File: src/rtl/bus_arb_rr_pkg.sv
// Shared definitions for the round-robin bus arbiter: state encoding,
// active-low handshake levels and elaboration helpers.
package bus_arb_rr_pkg;

    typedef enum logic {
        ARB_IDLE  = 1'b0,
        ARB_GRANT = 1'b1
    } arb_state_e;

    localparam logic ENABLE_  = 1'b0;
    localparam logic DISABLE_ = 1'b1;

    localparam int DEF_TMO_CYC = 255;

    function automatic int clog2_f(input int n);
        int r;
        r = 0;
        for (int i = 0; i < 31; i++) begin
            if ((1 << i) < n) r = i + 1;
        end
        return r;
    endfunction

endpackage

File: src/rtl/bus_arb_rr_rr_pick.sv
// Combinational round-robin picker: first active request strictly after
// 'last' (with wrap), ignoring masters in the exclude mask.
module rr_pick
    import bus_arb_rr_pkg::*;
#(
    parameter int N     = 4,
    parameter int IDX_W = 2
) (
    input  logic [N-1:0]     req_i,
    input  logic [IDX_W-1:0] last_i,
    input  logic [N-1:0]     excl_i,
    output logic             valid_o,
    output logic [IDX_W-1:0] idx_o
);

    localparam logic [IDX_W:0] N_EXT = (IDX_W + 1)'(N);

    // Modulo-N add; both operands are always below N so one subtract suffices.
    function automatic logic [IDX_W-1:0] wrap_add(input logic [IDX_W-1:0] a,
                                                  input logic [IDX_W-1:0] b);
        logic [IDX_W:0] s;
        s = {1'b0, a} + {1'b0, b};
        if (s >= N_EXT) s = s - N_EXT;
        return s[IDX_W-1:0];
    endfunction

    logic [N-1:0]     masked;
    logic [N-1:0]     rot;
    logic [IDX_W-1:0] start;
    logic [IDX_W-1:0] enc;

    assign masked = req_i & ~excl_i;
    assign start  = wrap_add(last_i, IDX_W'(1));

    generate
        for (genvar gi = 0; gi < N; gi++) begin : g_rot
            assign rot[gi] = masked[wrap_add(start, IDX_W'(gi))];
        end
    endgenerate

    always_comb begin
        enc = '0;
        for (int i = N - 1; i >= 0; i--) begin
            if (rot[i]) enc = IDX_W'(i);
        end
    end

    assign valid_o = |rot;
    assign idx_o   = wrap_add(start, enc);

endmodule

File: src/rtl/bus_arb_rr.sv
// Round-robin bus arbiter with active-low request/grant, hold-until-release
// ownership and a per-grant hold timeout.
module bus_arb_rr
    import bus_arb_rr_pkg::*;
#(
    parameter int NUM_MASTERS = 4,
    parameter int IDX_W       = clog2_f(NUM_MASTERS),
    parameter int TMO_W       = 8,
    parameter int TMO_CYC     = DEF_TMO_CYC
) (
    input  logic                   clk,
    input  logic                   reset,
    input  logic [NUM_MASTERS-1:0] m_req_n,
    output logic [NUM_MASTERS-1:0] m_grnt_n,
    output logic [IDX_W-1:0]       owner,
    output logic                   bus_busy,
    output logic                   tmo_evt
);

    localparam logic [IDX_W-1:0] LAST_RST = IDX_W'(NUM_MASTERS - 1);
    localparam logic [TMO_W-1:0] TMO_LAST = TMO_W'(TMO_CYC - 1);

    arb_state_e             state_q, state_d;
    logic [NUM_MASTERS-1:0] grnt_n_q, grnt_n_d;
    logic [IDX_W-1:0]       owner_q, owner_d;
    logic [IDX_W-1:0]       last_q, last_d;
    logic [TMO_W-1:0]       tmo_cnt_q, tmo_cnt_d;
    logic                   busy_q, busy_d;
    logic                   tmo_evt_q, tmo_evt_d;

    logic [NUM_MASTERS-1:0] req;
    logic [NUM_MASTERS-1:0] excl;
    logic                   owner_req;
    logic                   tmo_hit;
    logic                   pick_valid;
    logic [IDX_W-1:0]       pick_idx;
    logic                   do_grant;

    assign req       = ~m_req_n;
    assign owner_req = req[owner_q];
    assign tmo_hit   = (TMO_CYC != 0) && (tmo_cnt_q == TMO_LAST);

    // A releasing owner is kept out of the handover search.
    generate
        for (genvar gi = 0; gi < NUM_MASTERS; gi++) begin : g_excl
            assign excl[gi] = (state_q == ARB_GRANT) && !owner_req &&
                              (owner_q == IDX_W'(gi));
        end
    endgenerate

    rr_pick #(
        .N     (NUM_MASTERS),
        .IDX_W (IDX_W)
    ) u_pick (
        .req_i   (req),
        .last_i  (last_q),
        .excl_i  (excl),
        .valid_o (pick_valid),
        .idx_o   (pick_idx)
    );

    always_comb begin
        state_d   = state_q;
        grnt_n_d  = grnt_n_q;
        owner_d   = owner_q;
        last_d    = last_q;
        tmo_cnt_d = tmo_cnt_q;
        busy_d    = busy_q;
        tmo_evt_d = 1'b0;
        do_grant  = 1'b0;

        unique case (state_q)
            ARB_IDLE: begin
                do_grant = pick_valid;
            end
            ARB_GRANT: begin
                if (!owner_req) begin
                    if (pick_valid) begin
                        do_grant = 1'b1;
                    end else begin
                        state_d  = ARB_IDLE;
                        grnt_n_d = {NUM_MASTERS{DISABLE_}};
                        busy_d   = 1'b0;
                    end
                end else if (tmo_hit) begin
                    // last_q equals the owner, so it ranks lowest in this pick.
                    do_grant  = 1'b1;
                    tmo_evt_d = 1'b1;
                end else if (tmo_cnt_q != {TMO_W{1'b1}}) begin
                    tmo_cnt_d = tmo_cnt_q + TMO_W'(1);
                end
            end
            default: ;
        endcase

        if (do_grant) begin
            state_d            = ARB_GRANT;
            grnt_n_d           = {NUM_MASTERS{DISABLE_}};
            grnt_n_d[pick_idx] = ENABLE_;
            owner_d            = pick_idx;
            last_d             = pick_idx;
            tmo_cnt_d          = '0;
            busy_d             = 1'b1;
        end
    end

    always_ff @(posedge clk) begin
        if (reset) begin
            state_q   <= ARB_IDLE;
            grnt_n_q  <= {NUM_MASTERS{DISABLE_}};
            owner_q   <= '0;
            last_q    <= LAST_RST;
            tmo_cnt_q <= '0;
            busy_q    <= 1'b0;
            tmo_evt_q <= 1'b0;
        end else begin
            state_q   <= state_d;
            grnt_n_q  <= grnt_n_d;
            owner_q   <= owner_d;
            last_q    <= last_d;
            tmo_cnt_q <= tmo_cnt_d;
            busy_q    <= busy_d;
            tmo_evt_q <= tmo_evt_d;
        end
    end

    assign m_grnt_n = grnt_n_q;
    assign owner    = owner_q;
    assign bus_busy = busy_q;
    assign tmo_evt  = tmo_evt_q;

endmodule
File: config.mk
export PLATFORM = sky130hd
export DESIGN_NAME = bus_arb_rr
export DESIGN_NICKNAME = d
export VERILOG_FILES = /design/src/rtl/bus_arb_rr_pkg.sv /design/src/rtl/bus_arb_rr_rr_pick.sv /design/src/rtl/bus_arb_rr.sv
export SDC_FILE = /design/constraint.sdc
export NUM_CORES = 1
export LEC_CHECK = 0
export CAP_MARGIN = 15
export CORE_MARGIN = 2
export CORE_UTILIZATION = 30
export DETAILED_ROUTE_END_ITERATION = 16
export PLACE_DENSITY = 0.59
export SLEW_MARGIN = 10
export SYNTH_ARGS = -nofsm -noshare
export SYNTH_HDL_FRONTEND = slang
export SYNTH_HIERARCHICAL = 1
export SYNTH_SLANG_ARGS = --single-unit
File: constraint.sdc
create_clock -name clk -period 3.4 [get_ports clk]
set_input_delay 0.68 -clock clk [delete_from_list [all_inputs] [get_ports clk]]
set_output_delay 0.68 -clock clk [all_outputs]
set_load 0.01 [all_outputs]
==> impl_metrics.ini, run 1 <==
[routing]
drcViolationCount = 0
drt_iter0_drc = 53
drtAntennaViolNets = 0
firstDrtPassIters = 4
wirelength_um = 2812
num_vias = 1131
via_per_inst = 5.517
wl_per_cell_um = 13.72

[yosys]
syn_nets = 150
synth_edf_count = 0
yosysTopAreaCellShare_pct = 31.77
synth.distinct_cells = 47
yosys_warnings = 6
synth_area_leaders = dfxtp_1, a21oi_1, inv_1
yosysTopAreaCell = dfxtp_1
syn_inst = 141
async_reset_ff_share_pct = 0
synth_ff_type = dfxtp_1
syn_area_per_cell_um2 = 8.492
ys_seq_elements = 19
synth_area_um2 = 1197
synth_seq_area_share_pct = 31.77

[layout]
final_cells = 205
nNetsFinal = 167
layout_common_cells = dfxtp_1, inv_1, a21oi_1, clkdlybuf4s50_1
nFillCells = 405
regArea_um2 = 380.4
final_common_cell = dfxtp_1
syn_to_final_growth_pct = 20.27
drive_above_1_share_pct = 10.83
fin_area_um2 = 1440
multi_input_area_um2 = 744.5
diodes = 0

[grt]
use_met1_pct = 18.92
grt_use_total_pct = 13.68
grt_pass1_vias = 1083
grt_pass1_wl_um = 4761
antenna_found_initial = 0
use_met3_pct = 1.500
grt_use_met2_pct = 20.67
grt_max_degree = 15
gr-max-usage-layer = met2
grt_overflow = 0

[power]
swShare_pct = 39.19
p_leak_nw = 0.4915
seqPwrFrac_pct = 34.4
p_int_w = 0.0005465
p_per_area_nw_per_um2 = 624.0
power.switching_w = 0.0003521
max-vdd-ir-drop_uv = 247.3
pwr-share-comb_pct = 47.7
p_clk_share_pct = 17.9

[floorplan]
io_pins = 14
initial_core_util_pct = 31.99
core_um2 = 3744
dieArea_um2 = 4512
fp.dieH_um = 67.18
dieWidth_um = 67.18
rows = 22

[placed_design]
dp.cells = 200
io_buffers = 13
place_hpwl_um = 2030
gp_congestion = 0.8091
place_area_um2 = 1373

[critical_path]
reg2reg_depth = 14
arrival_ns = 3.35
worstSetupEndpointType = register
r2r_slack_ns = 0.44
path_class = in2reg
crit_required_ns = 3.55
path_max_fanout = 4
startpoint_type = input pin

[timing]
period_share_pct = 93.98
worstMarginPinSlew_ns = 0.8641
setup_viol = 0
hold_ws_ns = 0.5017
hold_violations = 0
timing.fmax_mhz = 312.9
slew_headroom_pct = 41.95
min_period_ns = 3.195
slew_viol_final = 0
skew_ns = 0.004528

[clock_network]
cts_hold_buf = 0
cts-root-buf = clkbuf_8
cts_max_path_buffers = 2
cts_buffers = 3
clk_pin_slew_ns = 0.07
htreeDepth = 1
clk_latency_ns = 0.26
cts_tree = yes
clock-sinks = 19

[hold_path]
hold_class = reg2reg
min_path_cells = 2

[status]
status = complete, no violations

[flow_run]
cap_violations = 0
-- area by class of cell --
cell class / instances / area share [%]
clock inverters: 1 / 0.3475
well taps: 48 / 4.170
flip-flops and latches: 19 / 26.41
clock buffers: 3 / 2.867
inverters: 15 / 3.910
multi-input cells: 103 / 51.69
repair buffers: 16 / 10.60
-- state kept, by name (all words and copies together), names as in the netlist --
register	cells
tmo_evt	1
state_q	1
m_grnt_n	4
owner	2
last_q	2
tmo_cnt_q	8
bus_busy	1
-- power groups by stage --
stage | Clock [W] | Combinational [W] | Sequential [W]
after floorplan | 0 | 0.000294 | 0.000302
after global placement | 0 | 0.000385 | 0.000310
final | 0.000161 | 0.000429 | 0.000309
after global routing | 0.000176 | 0.000479 | 0.000316
after CTS | 0.000164 | 0.000397 | 0.000308
after detailed placement | 0 | 0.000393 | 0.000313
-- critical path, cell delays in order --
cell and delay [ns]:
clkdlybuf4s50_1 0.49, inv_1 0.07, nor4_1 0.27, nor2b_1 0.16, nor2_1 0.20, nor2_1 0.07, a21oi_1 0.14, o21ai_1 0.08
ha_1 0.19, xnor2_1 0.18, xnor2_1 0.15, xnor2_1 0.12, inv_1 0.13, a21oi_1 0.08, a311o_1 0.34
-- per-stage QoR --
step | setup slack, ns | power (W) | setup TNS (ns) | utilization (%)
2_1_floorplan | 0.6556 | 0.0005964 | 0 | -
3_3_place_gp | 0.05999 | 0.0006949 | 0 | 36.66
3_5_place_dp | -0.02178 | 0.0007062 | -0.02178 | 36.66
4_1_cts | 0.2283 | 0.0008695 | 0 | 37.90
5_1_grt | -0.002210 | 0.0009713 | -0.002210 | 38.47
6_report | 0.2045 | 0.0008986 | 0 | 38.47
-- timing repair --
| action | in CTS | in global routing |
|---|---|---|
| setup endpoints to repair | 0 | 3 |
| setup buffers | 0 | 1 |
| hold endpoints to repair | 0 | 0 |
| gates resized for setup | 0 | 2 |
-- layer usage --
layer  vias to the layer above  wire length (um)
li1                        572                 -
met1                       525              1499
met2                        27              1154
met3                         7                83
met4                         0                74
met5                         -                 0
-- path summary, 6_finish.rpt --
kind,to,startpoint
worst max-delay path,last_q[1]$_SDFFE_PP1P_,m_req_n[1]
worst min-delay path,tmo_evt$_SDFF_PP0_,tmo_cnt_q[5]$_SDFFE_PP0P_
worst max register to register,last_q[1]$_SDFFE_PP1P_,state_q$_SDFF_PP0_
worst min register to register,tmo_evt$_SDFF_PP0_,tmo_cnt_q[5]$_SDFFE_PP0P_
-- kinds of logic after synthesis --
group	Yosys count	synth area share (%)
AO/OA/AOI/OAI	48	28.74
AND/OR/NAND/NOR	47	24.35
buffers and inverters	19	7.210
flip-flops	19	31.77
XOR/XNOR	4	2.926
adder cells (fa/ha/maj)	3	3.135
multiplexers	1	1.881
-- cells in the mapped netlist (2+ instances only) --
library cell / number
a211oi_1: 5
a21oi_1: 13
a311o_1: 2
a41oi_1: 2
and4_1: 2
buf_6: 2
clkbuf_1: 2
dfxtp_1: 19
ha_1: 3
inv_1: 14
nand2_1: 7
nand2b_1: 3
nand2b_4: 2
nand3_1: 5
nand4_1: 2
nor2_1: 5
nor2b_1: 2
nor3_1: 2
nor4_1: 5
o2111ai_1: 2
o21ai_0: 7
o21ai_1: 2
o22ai_1: 2
o31ai_1: 2
or3_1: 4
or4_1: 2
xnor2_1: 3
No activity file was read; power rests on OpenSTA's default activity.
==> run 2: changes to the inputs <==
==> constraint.sdc (replaced) <==
create_clock -name clk -period 3.1 [get_ports clk]
set_input_delay 0.62 -clock clk [delete_from_list [all_inputs] [get_ports clk]]
set_output_delay 0.62 -clock clk [all_outputs]
set_load 0.01 [all_outputs]
==> run 2 against run 1 <==
Routed wire length rose by 12%. Largest power group unchanged. Sequential power rose by 13%. Clock-buffer cell count did not move.
==> impl_metrics.ini, run 2 (synthesized netlist as in run 1, its figures left out) <==
[clock_network]
clock-sinks = 19
cts_buffers = 3
cts_tree = yes
clk_pin_slew_ns = 0.08
cts_max_path_buffers = 2
cts-root-buf = clkbuf_8
cts_hold_buf = 0
htreeDepth = 1
clk_latency_ns = 0.26

[timing]
min_period_ns = 2.925
skew_ns = 0.005590
setup_tns_ns = 0
hold_ws_ns = 0.4909
setup_viol = 0
timing.fmax_mhz = 341.8
slew_viol_final = 0
hold_violations = 0
slew_headroom_pct = 44.57
worstMarginPinSlew_ns = 0.8251
fin_ws_ns = 0.1747
period_share_pct = 94.36

[floorplan]
initial_core_util_pct = 31.99
fp.dieH_um = 67.18
io_pins = 14
rows = 22
dieWidth_um = 67.18
dieArea_um2 = 4512
core_um2 = 3744

[critical_path]
worst_path_most_repeated_cell = xnor2_1
startpoint_type = register
worstSetupEndpointType = register
reg2reg_depth = 12
path_max_fanout = 5
crit_required_ns = 3.24
path_class = reg2reg
arrival_ns = 3.07
slowest_stage = dfxtp_1
slowest_delay_ns = 0.51
path_cells = inv_1 -> nor4_4 -> and2b_1 -> a311oi_1 -> o21ai_2 -> ha_2 -> xnor2_1 -> xnor2_1 -> xnor2_1 -> inv_2 -> a211oi_2 -> o21ai_1

[power]
swShare_pct = 41.26
p_int_w = 0.0006469
seqPwrFrac_pct = 31.7
p_leak_nw = 0.5883
power.switching_w = 0.0004543
p_per_area_nw_per_um2 = 668.8
p_clk_share_pct = 16.2
max-vdd-ir-drop_uv = 365.6
pwr-share-comb_pct = 52.1

[grt]
use_met1_pct = 19.51
grt_overflow = 0
grt_pass1_wl_um = 4961
antenna_found_initial = 0
use_met3_pct = 2.833
grt_use_total_pct = 14.09
grt_max_degree = 15
grt_use_met2_pct = 22.65
gr-max-usage-layer = met2
grt_pass1_vias = 1097

[placed_design]
io_buffers = 13
place_area_um2 = 1455
gp_congestion = 0.7808
post-place-ws_ns = -0.2582
place_hpwl_um = 2173

[routing]
via_per_inst = 5.528
drcViolationCount = 0
firstDrtPassIters = 4
num_vias = 1205
drtAntennaViolNets = 0
wl_per_cell_um = 14.51
wirelength_um = 3163
drt_iter0_drc = 45

[layout]
final_common_cell = dfxtp_1
nNetsFinal = 180
regMostFlops = tmo_cnt_q
drive_above_1_share_pct = 27.65
largest_register_ffs = 8
syn_to_final_growth_pct = 37.51
diodes = 0
fin_area_um2 = 1647
layout_common_cells = dfxtp_1, buf_4, a21oi_1

[hold_path]
hold_class = reg2reg
min_path_cells = 2

[flow_run]
cap_violations = 0

[status]
status = complete, no violations
[run 2: final timing paths]
path / slack [ns] / endpoint / start
setup / recovery: 0.17 / m_grnt_n[3]$_SDFFE_PP1P_ / owner[1]$_SDFFE_PP0P_
hold / removal: 0.49 / tmo_evt$_SDFF_PP0_ / tmo_cnt_q[5]$_SDFFE_PP0P_
setup reg to reg: 0.17 / m_grnt_n[3]$_SDFFE_PP1P_ / owner[1]$_SDFFE_PP0P_
hold reg to reg: 0.49 / tmo_evt$_SDFF_PP0_ / tmo_cnt_q[5]$_SDFFE_PP0P_
[run 2: layout make-up]
type                    count  area, um2
fillers                   393       2097
multi-input cells         103      839.6
flip-flops and latches     19      380.4
repair buffers             29      257.7
inverters                  15      60.06
well taps                  48      60.06
clock buffers               3      41.29
clock inverters             1      7.507
[run 2: metal layers]
| metal | share of wire (%) | vias up |
|---|---|---|
| met1 | 48 | 575 |
| li1 | - | 597 |
| met3 | 4.6 | 4 |
| met5 | 0 | - |
| met4 | 0.66 | 0 |
| met2 | 47 | 29 |
[run 2: critical path, delay by kind of cell, from the launching register on]
family	cells	cell delay (ns)
DFF	1	0.51
AOI/OAI and AO/OA	4	0.69
adders and majority gates	1	0.17
buffers and inverters	2	0.31
and+or+nand+nor	2	0.56
xor gates and xnor gates	3	0.56
[run 2: metrics by stage]
stage	cells	util (%)	power, W
2_1_floorplan	141	-	0.0006541
3_3_place_gp	211	38.87	0.0008099
3_5_place_dp	211	38.87	0.0008220
4_1_cts	215	40.34	0.001007
5_1_grt	218	43.98	0.001181
6_report	218	43.98	0.001101
[run 2: repair_timing]
action,CTS,global route
resized for setup,1,27
buffers inserted,0,3
pin swaps,0,10
endpoints found under the setup margin,1,6
[run 2: power by group through the flow]
stage / combinational [W] / clock [W] / sequential [W]
finish: 0.000573 / 0.000179 / 0.000349
global route: 0.000629 / 0.000196 / 0.000356
CTS: 0.000486 / 0.000184 / 0.000338
detailed placement: 0.000480 / 0 / 0.000342
global placement: 0.000469 / 0 / 0.000341
floorplan: 0.000323 / 0 / 0.000331
